<file path="config.mk">
export PLATFORM = sky130hd
export DESIGN_NAME = change_dispenser
export DESIGN_NICKNAME = d
export VERILOG_FILES = /design/src/rtl/change_dispenser.sv
export SDC_FILE = /design/constraint.sdc
export NUM_CORES = 1
export LEC_CHECK = 0
export ABC_AREA = 1
export BUFFER_PORTS_ARGS = -buffer_cell sky130_fd_sc_hd__buf_2
export CELL_PAD_IN_SITES_DETAIL_PLACEMENT = 1
export CELL_PAD_IN_SITES_GLOBAL_PLACEMENT = 2
export CORE_MARGIN = 2
export CORE_UTILIZATION = 28
export DETAILED_ROUTE_END_ITERATION = 8
export MAX_ROUTING_LAYER = met4
export PLACE_DENSITY = 0.86
export SYNTH_ARGS = -nofsm -noshare
export SYNTH_HDL_FRONTEND = slang
export SYNTH_SLANG_ARGS = --single-unit
</file>
<file path="constraint.sdc">
create_clock -name clk -period 2 [get_ports clk]
set_clock_uncertainty 0.2 [all_clocks]
set_input_delay 0.1 -clock clk [delete_from_list [all_inputs] [get_ports clk]]
set_output_delay 0.1 -clock clk [all_outputs]
set_load 0.005 [all_outputs]
</file>
<file path="src/rtl/change_dispenser.sv">
// change_dispenser
//   Returns change owed after a vending sale or cancel. Coins are chosen greedily,
//   largest first, from the coins actually in the tubes. Each coin is ejected as a
//   one-cycle solenoid pulse. There is always at least one idle cycle between pulses.
//   Any amount that cannot be paid out is reported as a shortfall.
//
// Ports
//   clk, rst                 clock; synchronous active-high reset
//   req, change_amt[8:0]     start request and amount in cents (sampled in IDLE)
//   refill                   reload all tubes to their INIT counts (IDLE only)
//   busy                     high whenever not IDLE
//   coin_q/coin_d/coin_n     one-cycle eject pulses (quarter/dime/nickel)
//   done                     one-cycle transaction-complete pulse
//   shortfall[8:0]           cents not returned, held until the next accepted req
//   quart/dim/nick           coins of each type ejected in the current/last transaction
//   q_left/d_left/n_left     current tube inventory
//
// state | meaning
// ------+-------------------------------------------------------------
// IDLE  | waiting for req; refill honoured here
// SEL   | pick the largest affordable, available coin, or finish
// EJECT | solenoid pulse cycle; forces a gap before the next pick
// DONE  | done pulse; counts and shortfall now final
module change_dispenser #(
    parameter int TUBE_W = 5,
    parameter int Q_INIT = 20,
    parameter int D_INIT = 20,
    parameter int N_INIT = 20
) (
    input  logic              clk,
    input  logic              rst,
    input  logic              req,
    input  logic [8:0]        change_amt,
    input  logic              refill,
    output logic              busy,
    output logic              coin_q,
    output logic              coin_d,
    output logic              coin_n,
    output logic              done,
    output logic [8:0]        shortfall,
    output logic [TUBE_W-1:0] quart,
    output logic [TUBE_W-1:0] dim,
    output logic [TUBE_W-1:0] nick,
    output logic [TUBE_W-1:0] q_left,
    output logic [TUBE_W-1:0] d_left,
    output logic [TUBE_W-1:0] n_left
);

    localparam logic [1:0] IDLE  = 2'd0;
    localparam logic [1:0] SEL   = 2'd1;
    localparam logic [1:0] EJECT = 2'd2;
    localparam logic [1:0] DONE  = 2'd3;

    localparam logic [TUBE_W-1:0] Q_FULL = TUBE_W'(Q_INIT);
    localparam logic [TUBE_W-1:0] D_FULL = TUBE_W'(D_INIT);
    localparam logic [TUBE_W-1:0] N_FULL = TUBE_W'(N_INIT);
    localparam logic [TUBE_W-1:0] ONE    = TUBE_W'(1);

    logic [1:0] state;
    logic [8:0] rem;

    always_ff @(posedge clk) begin
        if (rst) begin
            state     <= IDLE;
            rem       <= 9'd0;
            busy      <= 1'b0;
            coin_q    <= 1'b0;
            coin_d    <= 1'b0;
            coin_n    <= 1'b0;
            done      <= 1'b0;
            shortfall <= 9'd0;
            quart     <= '0;
            dim       <= '0;
            nick      <= '0;
            q_left    <= Q_FULL;
            d_left    <= D_FULL;
            n_left    <= N_FULL;
        end else begin
            // Pulses last one cycle unless a branch below re-asserts them.
            coin_q <= 1'b0;
            coin_d <= 1'b0;
            coin_n <= 1'b0;
            done   <= 1'b0;
            case (state)
                IDLE: begin
                    // Refill lands on the same edge as an accepted req, so the
                    // first SEL already sees the full tubes.
                    if (refill) begin
                        q_left <= Q_FULL;
                        d_left <= D_FULL;
                        n_left <= N_FULL;
                    end
                    if (req) begin
                        rem       <= change_amt;
                        quart     <= '0;
                        dim       <= '0;
                        nick      <= '0;
                        shortfall <= 9'd0;
                        busy      <= 1'b1;
                        state     <= SEL;
                    end
                end
                SEL: begin
                    // Each coin is taken only while rem covers its value, so rem
                    // never wraps and an empty tube is never decremented.
                    if (rem >= 9'd25 && q_left != '0) begin
                        coin_q <= 1'b1;
                        rem    <= rem - 9'd25;
                        quart  <= quart + ONE;
                        q_left <= q_left - ONE;
                        state  <= EJECT;
                    end else if (rem >= 9'd10 && d_left != '0) begin
                        coin_d <= 1'b1;
                        rem    <= rem - 9'd10;
                        dim    <= dim + ONE;
                        d_left <= d_left - ONE;
                        state  <= EJECT;
                    end else if (rem >= 9'd5 && n_left != '0) begin
                        coin_n <= 1'b1;
                        rem    <= rem - 9'd5;
                        nick   <= nick + ONE;
                        n_left <= n_left - ONE;
                        state  <= EJECT;
                    end else begin
                        done      <= 1'b1;
                        shortfall <= rem;
                        state     <= DONE;
                    end
                end
                EJECT: begin
                    state <= SEL;
                end
                default: begin
                    busy  <= 1'b0;
                    state <= IDLE;
                end
            endcase
        end
    end

endmodule

</file>
==> flow_metrics.py, run 1 <==
metrics = {
    "clock_network": {
        "cts.sinks": 55,
        "worstSkewPairLatency_ps": 300,
        "cts_made_buffers": 5,
        "tritoncts": "built",
        "cts_root_buf": "clkbuf_16",
        "clockBufferDepth": 2,
        "ctsHtreeMaxLevel": 2,
        "clk_pin_slew_worst_paths_ps": 70,
    },
    "placement": {
        "post_dp_cell_area_um2": 4640,
        "pre_cts_slack_ps": -493,
        "portBuffers": 56,
        "gp_congestion": 0.914,
        "place_hpwl_um": 9360,
    },
    "sta": {
        "setup_viol_count_final": 39,
        "maxSlewViolCount": 0,
        "hold_violations": 0,
        "fmax_ghz": 0.450,
        "rsz0062_at_grt": "yes",
        "setup_slack_ps": -224,
        "tightestPinTransition_ps": 287,
        "relSlewSlack": 0.809,
        "period_minus_slack_ps": 2220,
        "period_share": 1.11,
    },
    "logic_synthesis": {
        "synth_area_per_cell_um2": 6.69,
        "synth.top_cells.by_count": "nand2_1 (132), nor2_1 (74), dfxtp_1 (55)",
        "synth_compound_area_frac": 0.114,
        "synth_area_um2": 3460,
        "synth_cells": 518,
        "synth-edff-count": 0,
        "synth_mux_area_frac": 0,
        "synth_xor_area_frac": 0.0480,
        "yosysMostFrequentCell": "nand2_1",
        "synth_nets": 550,
        "ys_async_sr_fraction": 0,
        "synth.area.top_cells": "dfxtp_1 (32%), nand2_1 (14%), nor2_1 (8.0%)",
        "synth_seq_area_share": 0.318,
        "synth_top_area_share": 0.318,
        "synthAdderAreaFrac": 0.0686,
        "synth_top_family_by_area": "simple AND/OR/NAND/NOR gates",
        "ys.flop_type": "dfxtp_1",
        "synth_warnings": 0,
        "ys_ff_latch": 55,
        "synth_cell_types": 35,
        "yosysTopAreaCell": "dfxtp_1",
        "yosys.area_share.simple": 0.368,
    },
    "setup_path": {
        "critical_path.top_delay_family": "simple AND/OR/NAND/NOR gates",
        "cp_cell_sequence": "inv_4, buf_4, nand2_1, nor2_2, nand2_2, nand2_4, nand2_4, buf_12, nor2_4, nor2_4, nand2_8, clkinv_8, nor2_1, nor2_1",
        "cp.buffers_inverters": 4,
        "cp-end-kind": "flop",
        "cp_slowest_cell": "dfxtp_4",
        "cpPeakStageDelay_ps": 380,
        "required_ps": 1990,
        "critical_path_arrival_ps": 2210,
        "crit_type": "reg2reg",
        "path_max_fanout": 7,
        "cp-start-kind": "flop",
    },
    "final_layout": {
        "nNetsFinal": 741,
        "syn2layout_area_growth_pct": 68.8,
        "drive_gt1_frac": 0.497,
        "seq_area_um2": 1120,
        "multi_input_area_um2": 2630,
        "fillers": 1469,
        "final_util": 0.485,
        "fin_area_um2": 5850,
        "antennaDiodeCount": 0,
    },
    "grt": {
        "grt_max_degree": 18,
        "grt.overflow.total": 0,
        "antenna_found_initial": 0,
        "grt_pass1_wl_um": 23500,
        "grtUsageTotal": 0.236,
        "grt_pass1_vias": 4624,
    },
    "run_status": {
        "status": "finished, violations left",
        "violations": "negative setup slack",
    },
    "floorplan": {
        "rows": 40,
        "fp.dieW_um": 115,
        "ioPinCount": 57,
        "die_h_um": 115,
        "start_util": 0.287,
        "die_area_um2": 13300,
        "core-area_um2": 12100,
    },
    "hold_path": {
        "hold_path_class": "in2reg",
    },
    "detailed_routing": {
        "postRouteAntennaNets": 0,
        "drt_iter0_drc": 169,
        "firstDrtPassIters": 4,
        "via_per_inst": 4.85,
        "routedWlPerCell_um": 18.2,
        "totalWireLength_um": 15900,
        "num_vias": 4261,
        "drc": 0,
    },
    "pwr": {
        "power_uw": 10600,
        "ir_drop_uv": 577,
        "p_per_area_nw_per_um2": 1820,
        "p_leak_uw": 0.00287,
    },
    "run": {
        "cap_violations": 0,
    },
}
[sequential cells by signal, summed over array words and instances (netlist names), 2 cells and up]
name,cells
q_left,5
state,2
quart,5
d_left,5
dim,5
rem,9
n_left,5
shortfall,9
nick,5
[per-layer routing]
metal  part of all wire  global-route usage
met5                  0                   -
met4              0.047               0.109
met3              0.026              0.0285
met2               0.54               0.440
met1               0.39               0.246
[final timing paths]
kind	startpoint	end	slack (ps)	cells past startpoint
setup / recovery	rem[2]	shortfall[7]	-220	14
setup reg to reg	rem[2]	shortfall[7]	-220	14
hold / removal	change_amt[7]	rem[7]	10	4
hold reg to reg	shortfall[3]	shortfall[3]	280	2
[final cells by class]
type / instances / share of cell area
clock buffers: 6 / 0.0220
clock inverters: 2 / 0.00663
inverters: 54 / 0.0419
multi-input cells: 394 / 0.449
flip-flops and latches: 55 / 0.192
well taps: 168 / 0.0359
repair buffers: 198 / 0.250
repair inverters: 1 / 0.00278
[worst min-delay path: cells and delay by family]
family | cells | cell delay (ps)
compound gates | 1 | 120
buf+inv | 1 | 90
simple gates | 2 | 160
[where the power goes]
part           switching (µW)  internal (µW)
Sequential                335           1460
Combinational            4340           3450
Clock                     442            598
Total                    5120           5510
[repair_timing]
item | 4_1_cts | 5_1_grt
hold buffers | 5 | 0
buffers inserted | 34 | 6
pin swaps | 34 | 62
gates cloned | 1 | 0
setup endpoints to repair | 50 | 50
gates resized for setup | 105 | 110
hold endpoints to repair | 5 | 0
[placed cells by master, fill, tap and decap left out, types with 5 or more instances in the layout]
master | synthesis | final
nand4_1 | 6 | 6
buf_6 | 2 | 17
nand2_1 | 132 | 100
nand2_4 | 4 | 26
nor2_2 | 4 | 12
xor2_1 | 17 | 16
inv_2 | 9 | 13
inv_4 | 0 | 9
o21ai_1 | 0 | 9
nand2_2 | 6 | 15
buf_2 | 5 | 56
inv_1 | 44 | 29
nand3_1 | 48 | 37
or2_2 | 6 | 5
o21ai_2 | 3 | 11
nor2_1 | 74 | 55
dlygate4sd3_1 | 0 | 5
nor2_4 | 2 | 13
nand3_2 | 2 | 9
ha_1 | 19 | 12
buf_4 | 1 | 116
nand3_4 | 1 | 5
dfxtp_1 | 55 | 47
o21ai_0 | 28 | 11
clkbuf_16 | 0 | 5
a21oi_1 | 26 | 18
a21oi_2 | 1 | 7
[stage by stage]
step | setup TNS (ps) | cells | hold WS (ps)
global route | -8630 | 878 | 15.9
detailed placement | -12910 | 828 | 263
finish | -5030 | 878 | 10.8
CTS | -2170 | 876 | 16.2
floorplan | 0 | 518 | 103
global placement | -8370 | 828 | 248
[cells by family (layout without fill, tap and decap cells)]
family          after synthesis  in the layout
compound gates               68             68
flops                        55             55
buf+inv                      69            261
fa+ha+maj                    19             19
simple gates                288            288
xor+xnor                     19             19
Power figures use the tool's default switching activity.
==> inputs of run 2 (changes only) <==
CAP_MARGIN = 20   (was not set)
CELL_PAD_IN_SITES_DETAIL_PLACEMENT = 0   (was 1)
==> flow_metrics.py, run 2 (synthesis gave the netlist of run 1 again) <==
metrics = {
    "setup_path": {
        "critical_path_arrival_ps": 2100,
        "required_ps": 2000,
        "reg2reg_from": "rem[1]",
        "path_max_fanout": 7,
        "cp-start-kind": "flop",
        "startpoint": "rem[1]",
        "crit_type": "reg2reg",
        "cp-end-kind": "flop",
    },
    "detailed_routing": {
        "postRouteAntennaNets": 0,
        "drt_iter0_drc": 180,
        "firstDrtPassIters": 4,
        "routedWlPerCell_um": 13.4,
        "totalWireLength_um": 11600,
        "via_per_inst": 4.52,
        "drc": 0,
        "num_vias": 3934,
    },
    "pwr": {
        "p_leak_uw": 0.00277,
        "p_comb_frac": 0.723,
        "switching_power_uw": 4370,
        "p_per_area_nw_per_um2": 1680,
        "ir_drop_uv": 540,
        "clock_power_share": 0.094,
        "swShare": 0.458,
        "power_frac_seq": 0.183,
        "power.internal_uw": 5160,
    },
    "placement": {
        "place_hpwl_um": 8050,
        "post_dp_cell_area_um2": 4640,
        "gp_congestion": 0.914,
        "portBuffers": 56,
    },
    "sta": {
        "setup_viol_count_final": 38,
        "tightestPinTransition_ps": 296,
        "setup_slack_ps": -100,
        "relSlewSlack": 0.802,
        "hold_violations": 0,
        "fmax_ghz": 0.476,
        "period_minus_slack_ps": 2100,
        "rsz0062_at_grt": "yes",
        "period_share": 1.05,
        "maxSlewViolCount": 0,
        "finalSetupTns_ps": -2150,
    },
    "clock_network": {
        "clk_pin_slew_worst_paths_ps": 70,
        "cts.sinks": 55,
        "worstSkewPairLatency_ps": 300,
        "tritoncts": "built",
        "clockBufferDepth": 2,
        "cts_root_buf": "clkbuf_16",
        "ctsHtreeMaxLevel": 2,
        "cts_made_buffers": 5,
    },
    "floorplan": {
        "die_area_um2": 13300,
        "start_util": 0.287,
        "die_h_um": 115,
        "rows": 40,
        "fp.dieW_um": 115,
        "ioPinCount": 57,
        "core-area_um2": 12100,
    },
    "run": {
        "cap_violations": 0,
    },
    "final_layout": {
        "layout_common_cells": "buf_4 (107), nand2_1 (106), nor2_1 (61), buf_2 (56), dfxtp_1 (47)",
        "drive_gt1_frac": 0.472,
        "nNetsFinal": 733,
        "top_regs": "rem (9), shortfall (9)",
        "antennaDiodeCount": 0,
        "fin_area_um2": 5680,
        "final_common_cell": "buf_4",
        "syn2layout_area_growth_pct": 64.0,
    },
    "grt": {
        "grt_pass1_vias": 3897,
        "grt_max_degree": 18,
        "grt.overflow.total": 0,
        "antenna_found_initial": 0,
        "grt_pass1_wl_um": 18600,
        "grtUsageTotal": 0.182,
    },
    "run_status": {
        "violations": "negative setup slack",
        "status": "finished, violations left",
    },
    "hold_path": {
        "hold_path_class": "in2reg",
        "min_from": "change_amt[7]",
    },
}
-- run 2: stage by stage --
stage          hold slack, ps   util  worst slack (ps)  power (µW)  cells
2_1_floorplan             103      -              5.18        4590    518
3_3_place_gp              248  0.385              -348        6730    828
3_5_place_dp              241  0.385              -390        6770    828
4_1_cts                  8.45  0.441             -72.8        8730    864
5_1_grt                  20.3  0.471              -226       10300    870
6_report                 1.37  0.471              -100        9530    870
-- run 2: power by group through the flow --
stage / clock network [µW] / logic (µW) / registers [µW]
floorplan: 0 / 2830 / 1750
global placement: 0 / 5030 / 1700
detailed placement: 0 / 5060 / 1710
CTS: 922 / 6080 / 1730
global route: 958 / 7570 / 1800
finish: 895 / 6890 / 1750
-- run 2: timing repair --
| item | in CTS | in global routing |
|---|---|---|
| hold endpoints to repair | 6 | 0 |
| setup buffers | 21 | 7 |
| gates cloned | 1 | 0 |
| pin swaps | 40 | 35 |
| hold buffers | 6 | 0 |
| setup endpoints to repair | 48 | 50 |
| gates resized for setup | 96 | 92 |
-- run 2: critical path: stages, from the launching register on --
cell,delay (ps)
dfxtp_4,400
buf_6,120
ha_4,120
nand2_2,60
nor2_2,110
nand2_2,60
nand2_2,80
nand2_4,70
buf_12,140
nor2_4,130
nor2_4,80
nand2_8,110
clkinv_8,80
buf_6,110
nor2_2,80
nor2_1,40
-- run 2: final timing paths --
kind / slack [ps] / end / cells past startpoint
setup / recovery: -100 / shortfall[8] / 15
hold / removal: 1 / rem[7] / 4
setup reg to reg: -100 / shortfall[8] / 15
hold reg to reg: 270 / shortfall[8] / 2
-- run 2: routing by layer --
layer	global-route usage	up-vias	share of wire
li1	-	2019	-
met1	0.217	1809	0.44
met2	0.319	81	0.50
met3	0.0237	25	0.033
met4	0.0530	0	0.025
met5	-	-	0
-- run 2: final cells by class --
type,count,area (µm²)
Timing Repair Buffer,190,1420
Tap cell,168,210
Clock inverter,2,12.5
Timing Repair inverter,1,16.3
Fill cell,1192,6380
Multi-Input combinational cell,394,2540
Clock buffer,6,129
Sequential cell,55,1120
Inverter,54,246
